===== src/rtl/uart_tx_mmio.sv =====
`default_nettype none
// ============================================================================
// Module   : uart_tx_mmio
// Brief    : Memory-mapped 8N1 UART transmitter with a small byte FIFO.
//            Registers sit in a 16-byte window on the CPU data bus; bus data
//            arrives and leaves in byte-reversed lane order.
// Revision : 1.0 - initial release
// ============================================================================
module uart_tx_mmio #(
    parameter logic [31:0] BASE_ADDR   = 32'h0001_0000,
    parameter int          DEPTH       = 4,
    parameter logic [31:0] DEFAULT_DIV = 32'd868
) (
    input  logic        clk,
    input  logic        reset,
    input  logic [31:0] memAddress,
    input  logic [31:0] memWriteData,
    input  logic [3:0]  byteMask,
    input  logic        memWrite,
    output logic [31:0] readData,
    output logic        txd
);

    localparam int            c_AW         = (DEPTH > 1) ? $clog2(DEPTH) : 1;
    localparam int            c_CW         = $clog2(DEPTH + 1);
    localparam logic [c_CW-1:0] c_FULL_COUNT = c_CW'(DEPTH);

    typedef enum logic [1:0] {
        S_IDLE  = 2'd0,
        S_START = 2'd1,
        S_DATA  = 2'd2,
        S_STOP  = 2'd3
    } state_t;

    // ------------------------------------------------------------------
    // Bus decode
    // ------------------------------------------------------------------
    logic        w_hit;
    logic [1:0]  w_off;
    logic [31:0] w_wval;
    logic        w_wr_tx;
    logic        w_wr_stat;
    logic        w_wr_div;
    logic        w_unused_addr;

    assign w_hit   = (memAddress[31:4] == BASE_ADDR[31:4]);
    assign w_off   = memAddress[3:2];
    // Byte-swapped write data: the register value the core meant to store.
    assign w_wval  = {memWriteData[7:0], memWriteData[15:8],
                      memWriteData[23:16], memWriteData[31:24]};
    assign w_wr_tx   = memWrite && w_hit && (w_off == 2'd0) && byteMask[3];
    assign w_wr_stat = memWrite && w_hit && (w_off == 2'd1) && (byteMask == 4'b1111);
    assign w_wr_div  = memWrite && w_hit && (w_off == 2'd2) && (byteMask == 4'b1111);
    assign w_unused_addr = &{1'b0, memAddress[1:0]};

    // ------------------------------------------------------------------
    // FIFO and control registers
    // ------------------------------------------------------------------
    logic [7:0]      r_mem [DEPTH];
    logic [c_AW-1:0] r_wptr;
    logic [c_AW-1:0] r_rptr;
    logic [c_CW-1:0] r_count;
    logic            r_ovf;
    logic [31:0]     r_div;

    logic w_full;
    logic w_empty;
    logic w_push;
    logic w_pop;
    logic w_ovf_set;

    assign w_full    = (r_count == c_FULL_COUNT);
    assign w_empty   = (r_count == '0);
    // Fullness is judged before the edge, so a same-cycle pop cannot save a push.
    assign w_push    = w_wr_tx && !w_full;
    assign w_ovf_set = w_wr_tx && w_full;

    // FIFO storage; contents need no reset because count gates every read.
    always_ff @(posedge clk) begin
        if (w_push) begin
            r_mem[r_wptr] <= memWriteData[31:24];
        end
    end

    // FIFO pointers and occupancy count.
    always_ff @(posedge clk or posedge reset) begin
        if (reset) begin
            r_wptr  <= '0;
            r_rptr  <= '0;
            r_count <= '0;
        end else begin
            if (w_push) begin
                r_wptr <= r_wptr + c_AW'(1);
            end
            if (w_pop) begin
                r_rptr <= r_rptr + c_AW'(1);
            end
            case ({w_push, w_pop})
                2'b10:   r_count <= r_count + c_CW'(1);
                2'b01:   r_count <= r_count - c_CW'(1);
                default: r_count <= r_count;
            endcase
        end
    end

    // Overflow flag (a new overflow beats a same-cycle clear) and baud divisor.
    always_ff @(posedge clk or posedge reset) begin
        if (reset) begin
            r_ovf <= 1'b0;
            r_div <= DEFAULT_DIV;
        end else begin
            if (w_ovf_set) begin
                r_ovf <= 1'b1;
            end else if (w_wr_stat && w_wval[3]) begin
                r_ovf <= 1'b0;
            end
            if (w_wr_div) begin
                r_div <= (w_wval == 32'd0) ? 32'd1 : w_wval;
            end
        end
    end

    // ------------------------------------------------------------------
    // Transmit FSM
    // ------------------------------------------------------------------
    state_t      r_state;
    state_t      w_state_nxt;
    logic [31:0] r_bitcnt;
    logic [31:0] w_bitcnt_nxt;
    logic [2:0]  r_bitidx;
    logic [2:0]  w_bitidx_nxt;
    logic [7:0]  r_shift;
    logic [7:0]  w_shift_nxt;
    logic [31:0] r_frame_div;
    logic [31:0] w_frame_div_nxt;
    logic        r_txd;
    logic        w_txd_nxt;
    logic        w_bit_end;

    assign w_bit_end = (r_bitcnt == (r_frame_div - 32'd1));

    // State register; txd is registered from the next state so it never glitches.
    always_ff @(posedge clk or posedge reset) begin
        if (reset) begin
            r_state     <= S_IDLE;
            r_bitcnt    <= '0;
            r_bitidx    <= '0;
            r_shift     <= '0;
            r_frame_div <= DEFAULT_DIV;
            r_txd       <= 1'b1;
        end else begin
            r_state     <= w_state_nxt;
            r_bitcnt    <= w_bitcnt_nxt;
            r_bitidx    <= w_bitidx_nxt;
            r_shift     <= w_shift_nxt;
            r_frame_div <= w_frame_div_nxt;
            r_txd       <= w_txd_nxt;
        end
    end

    // Next-state logic: bit timing, LSB-first shifting and FIFO pop.
    always_comb begin
        w_state_nxt     = r_state;
        w_bitcnt_nxt    = r_bitcnt;
        w_bitidx_nxt    = r_bitidx;
        w_shift_nxt     = r_shift;
        w_frame_div_nxt = r_frame_div;
        w_pop           = 1'b0;
        w_txd_nxt       = 1'b1;
        case (r_state)
            S_IDLE: begin
                if (!w_empty) begin
                    w_pop           = 1'b1;
                    w_shift_nxt     = r_mem[r_rptr];
                    w_frame_div_nxt = r_div;
                    w_bitcnt_nxt    = '0;
                    w_state_nxt     = S_START;
                end
            end
            S_START: begin
                if (w_bit_end) begin
                    w_bitcnt_nxt = '0;
                    w_bitidx_nxt = '0;
                    w_state_nxt  = S_DATA;
                end else begin
                    w_bitcnt_nxt = r_bitcnt + 32'd1;
                end
            end
            S_DATA: begin
                if (w_bit_end) begin
                    w_bitcnt_nxt = '0;
                    w_shift_nxt  = {1'b0, r_shift[7:1]};
                    w_bitidx_nxt = r_bitidx + 3'd1;
                    if (r_bitidx == 3'd7) begin
                        w_state_nxt = S_STOP;
                    end
                end else begin
                    w_bitcnt_nxt = r_bitcnt + 32'd1;
                end
            end
            S_STOP: begin
                if (w_bit_end) begin
                    w_bitcnt_nxt = '0;
                    w_state_nxt  = S_IDLE;
                end else begin
                    w_bitcnt_nxt = r_bitcnt + 32'd1;
                end
            end
            default: begin
                w_state_nxt = S_IDLE;
            end
        endcase
        if (w_state_nxt == S_START) begin
            w_txd_nxt = 1'b0;
        end else if (w_state_nxt == S_DATA) begin
            w_txd_nxt = w_shift_nxt[0];
        end
    end

    assign txd = r_txd;

    // ------------------------------------------------------------------
    // Read mux
    // ------------------------------------------------------------------
    logic [31:0] w_rd_val;

    // Register read value; returned on the bus in byte-reversed order.
    always_comb begin
        w_rd_val = '0;
        if (w_hit) begin
            case (w_off)
                2'd1:    w_rd_val = {23'd0, 5'(r_count), r_ovf,
                                     (r_state != S_IDLE), w_empty, w_full};
                2'd2:    w_rd_val = r_div;
                default: w_rd_val = '0;
            endcase
        end
    end

    assign readData = {w_rd_val[7:0], w_rd_val[15:8],
                       w_rd_val[23:16], w_rd_val[31:24]};

endmodule
`default_nettype wire


===== config.mk =====
export PLATFORM = sky130hd
export DESIGN_NAME = uart_tx_mmio
export DESIGN_NICKNAME = d
export VERILOG_FILES = /design/src/rtl/uart_tx_mmio.sv
export SDC_FILE = /design/constraint.sdc
export NUM_CORES = 1
export LEC_CHECK = 0
export BUFFER_PORTS_ARGS = -buffer_cell sky130_fd_sc_hd__buf_2
export CAP_MARGIN = 30
export CORE_MARGIN = 4
export CORE_UTILIZATION = 47
export DETAILED_ROUTE_END_ITERATION = 8
export PLACE_DENSITY = 0.78
export SLEW_MARGIN = 10
export SYNTH_ARGS = -nofsm -noshare
export SYNTH_HDL_FRONTEND = slang
export SYNTH_SLANG_ARGS = --single-unit

===== constraint.sdc =====
create_clock -name clk -period 3.6 [get_ports clk]
set_input_delay 0.36 -clock clk [delete_from_list [all_inputs] [get_ports clk]]
set_output_delay 0.36 -clock clk [all_outputs]
set_load 0.01 [all_outputs]

==> results of run 1 <==
## routing by layer
metal / wire length, µm / GRT usage / part of all wire / vias up
met2: 10400 / 0.354 / 0.48 / 281
met3: 1400 / 0.0390 / 0.064 / 38
met5: 0 / 0 / 0 / -
li1: - / - / - / 3274
met4: 456 / 0.0775 / 0.021 / 0
met1: 9580 / 0.302 / 0.44 / 3421
## critical path, cell delays in order (launching register included)
cell and delay [ns]:
dfrtp_1 0.41, inv_2 0.09, ha_4 0.12, or3b_4 0.37
or4_4 0.59, buf_4 0.18, nor3_1 0.27, xor2_1 0.22
a31oi_2 0.14, a211oi_4 0.41, buf_4 0.23, nand3_2 0.12
a211o_1 0.32
## repair_timing
action	4_1_cts	5_1_grt
setup buffers	6	6
resized for setup	5	27
pin swaps	2	8
cloned	1	2
endpoints found under the setup margin	13	45
## kinds of logic after synthesis
kind of cell,synth area share
AO/OA/AOI/OAI,0.0913
XOR/XNOR,0.0670
AND/OR/NAND/NOR,0.241
multiplexers,0.0738
adder cells (fa/ha/maj),0.0205
flip-flops,0.473
buffers and inverters,0.0339
## sequential cells by signal, summed over array words and instances (netlist names)
signal       count
r_bitcnt        32
r_div           32
r_frame_div     32
r_mem           32
r_shift          8
r_bitidx         3
r_count          3
r_rptr           2
r_state          2
r_wptr           2
r_ovf            1
txd              1
## final timing paths
path	depth (start not counted)	from	endpoint
setup / recovery	12	r_frame_div[1]$_DFFE_PP0P_	r_bitidx[2]$_DFFE_PP0P_
hold / removal	2	reset	r_bitcnt[10]$_DFFE_PP0P_
setup reg to reg	12	r_frame_div[1]$_DFFE_PP0P_	r_bitidx[2]$_DFFE_PP0P_
hold reg to reg	2	r_div[8]$_DFFE_PP1P_	r_frame_div[8]$_DFFE_PP1P_
max in group asynchronous	3	reset	txd$_DFF_PP1_
min in group clk	1	memWriteData[24]	r_mem[1][0]$_DFFE_PP_
## stage by stage
step / cell area (µm²) / hold WS, ns
after global routing: 10100 / 0.0412
after floorplan: 8310 / 0.437
after global placement: 9250 / 0.448
after detailed placement: 9250 / 0.452
final: 10100 / -0.0180
after CTS: 9960 / 0.00965
## placed cells by master (no fill, tap or decap), types with 25 or more instances in the layout
cell,synthesis,layout
nor2_1,38,38
and3_1,41,41
xor2_1,25,25
nand2_1,144,144
buf_4,2,53
buf_2,6,102
mux2_2,34,34
dfrtp_1,107,107
edfxtp_1,32,32
xnor2_1,36,35
nand3_1,35,31
## final cells by class
type	instances	area, µm²
Timing Repair Buffer	161	985
Clock inverter	15	208
Sequential cell	150	3930
Multi-Input combinational cell	617	4240
Inverter	19	73.8
Fill cell	1425	7160
Clock buffer	17	425
Tap cell	225	282
## power breakdown
| part | total [mW] | switching (mW) | internal, mW |
|---|---|---|---|
| Clock | 1.93 | 0.805 | 1.12 |
| Sequential | 1.74 | 0.000000268 | 1.74 |
| Combinational | 0.0943 | 0.0600 | 0.0343 |
| Total | 3.76 | 0.865 | 2.89 |
==> metrics, run 1 <==
final setup vio count=0; Setup CP Type=register to register; post-synthesis sequential area ratio=0.473; final core occ=0.586; Residual DRC=0; 1st-iter DRT viols=641; Synth Flop Type=dfrtp_1; Die X-Extent=141 µm; Reg2Reg Setup Slack=0.006 ns; Clock Path Buffers=2; Die Height=around 140 µm; status=finished, violations left; EDFF count, synth=32; Final period util=0.998; die area=between 15000 and 20000 µm²; Post-CTS Hold Buffers=0; DRT antenna net count=0; Final Critical Period=3.59 ns; CTS tree=yes; pwr dens=371 nW/µm²; pre-CTS setup slack=-0.0685 ns; Area Overhead vs Synth=22.0%; Synth Warn #=0; clock-pin slew on the worst setup and hold paths=around 0.070 ns; CP startpoint kind=register; power consumption=3.76 mW; hold crit path type=input pin to async pin; TritonRoute pass-1 iters=7; max frequency=278 MHz; top fanout value on the critical path=5; vias in the first global route=between 6000 and 7000; Via density=approximately 5.8; critical path data required time=3.92 ns; top cell type's share of synthesized area=0.322; IO Count=104; clk_lat worst skew=around 0.44 ns; Yosys top cell by area=dfrtp_1; CP arrival=3.92 ns; I/O Buffers=101; top cells by count, synth=144 x nand2_1, 107 x dfrtp_1, 41 x and3_1; Max-slew headroom=0.550; cells after synthesis=832; HPWL after DPL=approximately 15000 µm; final WL=21800 µm; GR Overflow Total=0; Synth area leaders=dfrtp_1 32%, edfxtp_1 12%, nand2_1 6.5%; MaxCap Viol Count=0; number of H-tree levels=4; first-pass GRT wire length=34900 µm; initial core utilization=0.480; GRT Overall Usage=0.220; row cnt=48; syn_area_per_cell=9.98 µm²; setup TNS=0 ns; most common cell in the netlist=nand2_1; antenna violations before repair=0; TritonCTS Buffers=17; final RePlAce weighted congestion=0.919; Clock Tree Root=clkbuf_16; Setup crit end kind=register; Slew Viols, Final=0; worst-margin pin slew=0.672 ns; core box area=17300 µm²; nets=1050; failing checks=negative hold slack; WL per Instance=18.1 µm; Layout Cells excl Fill=1204; clock sinks=150; RSZ-0062 raised after global routing=true; post-synthesis cell type count=73; final hold slack=-0.0180 ns; pin count of the biggest net entering global routing=73; P_leak=4.89 nW; Layout Skew=0.00863 ns; post-synthesis cell area=approximately 8300 µm²; VDD IR max=0.353 mV; setup ws final=0.00569 ns; Ant. Diodes=0; register bit count reported by yosys=150; Hold Fails Final Rpt=8; Placed Instances=1157; vias after detailed routing=7014; syn nets=slightly above 900; Async SR Flop Fraction=0.787; share of layout cells above drive strength 1=0.288
Note: power is estimated with default switching activity, not from simulation.
==> run 2, diff against run 1 <==
CORE_ASPECT_RATIO = 0.9   (was default)
GPL_ROUTABILITY_DRIVEN = 0   (was default)
==> run 2 against run 1 <==
  * The flow now finishes without violations
  * Total power down 0.42%
  * Routed wire length rose by 2.4%
  * Worst setup slack better by 0.012 ns
  * Hold slack improved by 0.023 ns
  * Register-to-register slack hardly changed
  * Core utilization rose by 0.64 points
  * Combinational power fell by 0.6%
  * Global-route usage increased by 0.74 points
  * Design area barely moved
  * Sequential cell count unchanged
==> metrics, run 2 (synthesis results as in run 1) <==
status=complete, no violations; slowest CP cell=or4_4; sequential power share=0.464; final setup vio count=0; Layout Skew=0.0108 ns; CP startpoint kind=register; Switching Share=0.228; Post-CTS Hold Buffers=0; Final period util=0.995; VDD IR max=0.319 mV; antenna violations before repair=0; Setup crit end kind=register; area occupied by registers=3930 µm²; MaxCap Viol Count=0; Worst path most repeated cell=buf_4; Hold Fails Final Rpt=0; Clock Path Buffers=2; Worst path max stage delay=roughly 0.54 ns; row cnt=45; Clk network pwr share=0.511; first-pass GRT wire length=about 36000 µm; pin count of the biggest net entering global routing=53; ordered cell list for the critical path=buf_4, or4_4, buf_6, or4_1, nor3_1, nor3_4, or3_4, nor4_4, buf_4, a21o_4, buf_12, nor3_2, mux2_2; hold crit path type=input pin to async pin; filler cell count=1392; Int Power=2.89 mW; CP arrival=~3.9 ns; max frequency=279 MHz; clock sinks=150; TritonRoute pass-1 iters=5; critical path data required time=3.92 ns; worst-margin pin slew=0.689 ns; Die Height=134 µm; Via density=between 5 and 6; Layout Cells excl Fill=1209; HPWL after DPL=15300 µm; Top delay family on crit path=simple AND/OR/NAND/NOR gates; IO Count=104; Max-slew headroom=0.536; nets=1044; pwr dens=369 nW/µm²; commonest non-fill, non-tap cell in the layout=nand2_1; GR Overflow Total=0; number of H-tree levels=4; CTS tree=yes; vias in the first global route=6980; I/O Buffers=101; WL per Instance=18.5 µm; initial core utilization=0.485; Placed Instances=1165; DRT antenna net count=0; area of the multi-input gates=between 4000 and 5000 µm²; RSZ-0062 raised after global routing=true; Residual DRC=0; final WL=approximately 22000 µm; Sw Pwr=0.853 mW; Die X-Extent=148 µm; Setup CP Type=register to register; 1st-iter DRT viols=656; Area Overhead vs Synth=22.1%; clock-pin slew on the worst setup and hold paths=0.07 ns; top fanout value on the critical path=12; share of layout cells above drive strength 1=0.287; commonest non-fill, non-tap cells in the layout=144 x nand2_1, 107 x dfrtp_1, 102 x buf_2; clk_lat worst skew=0.44 ns; core box area=17100 µm²; combinational share of power=0.025; Clock Tree Root=clkbuf_16; Final Critical Period=3.58 ns; P_leak=4.86 nW; GRT Overall Usage=0.227; WP buf/inv=4; vias after detailed routing=roughly 7100; setup TNS=0 ns; TritonCTS Buffers=17; die area=slightly below 20000 µm²; Slew Viols, Final=0
## run 2: power by group through the flow
stage	logic (mW)	registers (mW)	clock network [mW]
floorplan	0.0311	1.77	0
global placement	0.0938	1.77	0
detailed placement	0.0952	1.77	0
CTS	0.0955	1.74	1.93
global route	0.107	1.73	2.01
finish	0.0937	1.74	1.91
## run 2: what timing repair did
item | in CTS | in global routing
buffers inserted | 1 | 9
pin swaps | 1 | 8
gates cloned | 0 | 1
endpoints found under the setup margin | 19 | 45
resized for setup | 3 | 35
## run 2: final timing paths
path,depth (start not counted),end,slack (ns),startpoint
setup / recovery,13,r_bitcnt[21]$_DFFE_PP0P_,0.02,r_frame_div[1]$_DFFE_PP0P_
hold / removal,2,r_bitcnt[4]$_DFFE_PP0P_,0.005,reset
setup reg to reg,13,r_bitcnt[21]$_DFFE_PP0P_,0.02,r_frame_div[1]$_DFFE_PP0P_
hold reg to reg,2,r_frame_div[8]$_DFFE_PP1P_,0.46,r_div[8]$_DFFE_PP1P_
max in group asynchronous,3,txd$_DFF_PP1_,2.68,reset
min in group clk,1,r_mem[3][4]$_DFFE_PP_,0.17,memWriteData[28]
## run 2: stage by stage
stage / total power, mW / hold WS (ns) / instance area, µm² / util / worst slack, ns
after floorplan: 1.80 / 0.437 / 8310 / - / 0.0313
after detailed placement: 1.86 / 0.450 / 9240 / 0.540 / -0.109
final: 3.74 / 0.00467 / 10100 / 0.592 / 0.0181
after global routing: 3.85 / 0.0680 / 10100 / 0.592 / -0.0962
after global placement: 1.86 / 0.450 / 9240 / 0.540 / -0.0252
after CTS: 3.76 / 0.0255 / 9890 / 0.578 / 0.0350
## run 2: layer usage
layer  vias to the layer above  GRT usage  share of wire
met5                         -          0              0
met2                       315      0.361           0.47
met4                         0     0.0826          0.027
met1                      3438      0.309           0.43
met3                        61     0.0510          0.071
li1                       3261          -              -
## run 2: cell type report
class / count / area share
sequential: 150 / 0.387
multi-input combinational: 615 / 0.420
antenna: 1 / 0.000247
clock buffer: 17 / 0.0420
inverter: 19 / 0.00728
tap: 235 / 0.0290
timing repair buffer: 157 / 0.0942
clock inverter: 15 / 0.0204
## run 2: worst reg2reg max path, stage by stage (launching register included)
cell     delay [ns]
dfrtp_1        0.39
buf_4          0.14
or4_4          0.54
buf_6          0.15
or4_1          0.41
nor3_1         0.35
nor3_4         0.11
or3_4          0.35
nor4_4         0.25
buf_4          0.18
a21o_4         0.15
buf_12         0.13
nor3_2         0.05
mux2_2         0.26
==> run 3, diff against run 2 <==
==> constraint.sdc (replaced) <==
create_clock -name clk -period 3.6 [get_ports clk]
set_input_delay 0.36 -clock clk [delete_from_list [all_inputs] [get_ports clk]]
set_output_delay 0.36 -clock clk [all_outputs]
set_load 0.1 [all_outputs]
==> run 3 against run 2 <==
  * The flow now finishes with violations (negative hold slack)
  * Largest power group unchanged
  * Worst setup slack improved by 0.027 ns
  * Sequential cell count unchanged
  * Critical path type unchanged
  * Final cell count decreased by 0.41%
  * Critical endpoint is now r_bitcnt[12]$_DFFE_PP0P_
  * Die area unchanged
  * Count of clock-buffer cells in the layout unchanged
==> metrics, run 3 (synthesis results as in run 1) <==
Max-slew headroom=0.501; clk_lat worst skew=0.44 ns; vias after detailed routing=7050; failing checks=negative hold slack; final WL=22300 µm; pwr dens=369 nW/µm²; pin count of the biggest net entering global routing=75; slowest CP cell=or4_4; IO Count=104; Via density=5.86; Layout Skew=0.0102 ns; Hold Fails Final Rpt=5; HPWL after DPL=15200 µm; final hold slack=-0.00867 ns; initial core utilization=0.485; Final Critical Period=between 3 and 4 ns; CP arrival=3.86 ns; Die Height=134 µm; RSZ-0062 raised after global routing=true; first-pass GRT wire length=around 35000 µm; worst-margin pin slew=0.742 ns; Area Overhead vs Synth=22.3%; MaxCap Viol Count=0; final setup vio count=0; GRT Overall Usage=0.223; WP buf/inv=4; DRT antenna net count=0; core box area=17100 µm²; Int Power=between 2 and 3 mW; CP startpoint kind=register; vias in the first global route=6778; Sw Pwr=0.858 mW; reg2reg end=r_bitcnt[12]$_DFFE_PP0P_; row cnt=45; Slew Viols, Final=0; die area=19900 µm²; TritonRoute pass-1 iters=6; Residual DRC=0; Ant. Diodes=0; commonest non-fill, non-tap cells in the layout=144 x nand2_1, 107 x dfrtp_1, 95 x buf_2; Switching Share=0.229; GR Overflow Total=0; Worst path max stage delay=0.61 ns; P_leak=4.84 nW; VDD IR max=0.290 mV; status=finished, violations left; max frequency=281 MHz; ordered cell list for the critical path=inv_2, ha_4, or3b_4, or4_4, nor4_4, xnor2_2, or3_4, nor4_4, buf_4, a21oi_4, buf_6, buf_6, nand3_1, o311ai_1; Top delay family on crit path=simple AND/OR/NAND/NOR gates; Setup crit end kind=register; Die X-Extent=148 µm; Placed Instances=1162; Worst Reg2Reg Path Length in Cells=14; commonest non-fill, non-tap cell in the layout=nand2_1; CTS tree=yes; combinational share of power=0.025; critical path data required time=3.91 ns; TritonCTS Buffers=17; Layout Cells excl Fill=1204; I/O Buffers=101; antenna violations before repair=0; nets=1040; Clock Path Buffers=2; Setup CP Type=register to register; WL per Instance=18.5 µm; 1st-iter DRT viols=767; number of H-tree levels=4; Reg2Reg Setup Slack=0.04 ns; sequential power share=0.463; hold crit path type=input pin to async pin; share of layout cells above drive strength 1=0.281; Clock Tree Root=clkbuf_16; clock-pin slew on the worst setup and hold paths=0.07 ns; clock sinks=150; Final period util=0.988; Clk network pwr share=0.511; top fanout value on the critical path=8; worst reg2reg path startpoint=r_frame_div[0]$_DFFE_PP0P_; setup TNS=0 ns
## run 3: cell types whose count changed in the layout (fill, tap and decap cells not counted), sizes merged
| cell | before | now |
|---|---|---|
| buf | 157 | 152 |
| a21o | 5 | 6 |
| diode | 1 | 0 |
## run 3: worst max path at each step
| stage | slack [ns] | cells after the start | end | startpoint |
|---|---|---|---|---|
| floorplan | 0.03 | 12 | r_bitcnt[16]$_DFFE_PP0P_ | r_frame_div[4]$_DFFE_PP0P_ |
| global placement | -0.04 | 11 | r_bitcnt[16]$_DFFE_PP0P_ | r_frame_div[0]$_DFFE_PP0P_ |
| detailed placement | -0.11 | 11 | r_bitcnt[16]$_DFFE_PP0P_ | r_frame_div[0]$_DFFE_PP0P_ |
| CTS | 0.01 | 11 | r_bitcnt[20]$_DFFE_PP0P_ | r_frame_div[1]$_DFFE_PP0P_ |
| global route | -0.07 | 14 | r_bitcnt[12]$_DFFE_PP0P_ | r_frame_div[1]$_DFFE_PP0P_ |
| finish | 0.04 | 14 | r_bitcnt[12]$_DFFE_PP0P_ | r_frame_div[0]$_DFFE_PP0P_ |
## run 3: per-stage QoR
| step | setup WS [ns] | instance area, µm² | total power, mW | util | hold slack (ns) |
|---|---|---|---|---|---|
| final | 0.0448 | 10200 | 3.75 | 0.594 | -0.00867 |
| after detailed placement | -0.107 | 9330 | 1.86 | 0.545 | 0.454 |
| after global routing | -0.0690 | 10200 | 3.86 | 0.594 | 0.0467 |
| after floorplan | 0.0313 | 8310 | 1.80 | - | 0.437 |
| after global placement | -0.0390 | 9330 | 1.86 | 0.545 | 0.450 |
| after CTS | 0.0114 | 9980 | 3.77 | 0.583 | 0.00917 |
## run 3: area by class of cell
cell class / instances / area, µm²
clock buffer: 17 / 425
timing repair buffer: 152 / 1010
clock inverter: 15 / 205
inverter: 19 / 73.8
sequential: 150 / 3930
tap: 235 / 294
fill: 1408 / 6960
multi-input combinational: 616 / 4220
## run 3: power by group through the flow
stage / combinational (mW) / sequential [mW] / clock (mW)
6_report: 0.0952 / 1.74 / 1.92
5_1_grt: 0.108 / 1.73 / 2.02
4_1_cts: 0.0970 / 1.74 / 1.94
3_5_place_dp: 0.0960 / 1.77 / 0
3_3_place_gp: 0.0948 / 1.77 / 0
2_1_floorplan: 0.0311 / 1.77 / 0
## run 3: what timing repair did
action,4_1_cts,5_1_grt
cloned,0,2
pin swaps,0,13
gates resized for setup,3,26
buffers inserted,0,8
endpoints found under the setup margin,18,41
hold buffers,0,0
## run 3: metal layers
metal | vias up | share of wire | global-route usage
met1 | 3454 | 0.43 | 0.300
met4 | 0 | 0.021 | 0.0688
li1 | 3244 | - | -
met3 | 46 | 0.070 | 0.0500
met2 | 306 | 0.48 | 0.362
met5 | - | 0 | 0
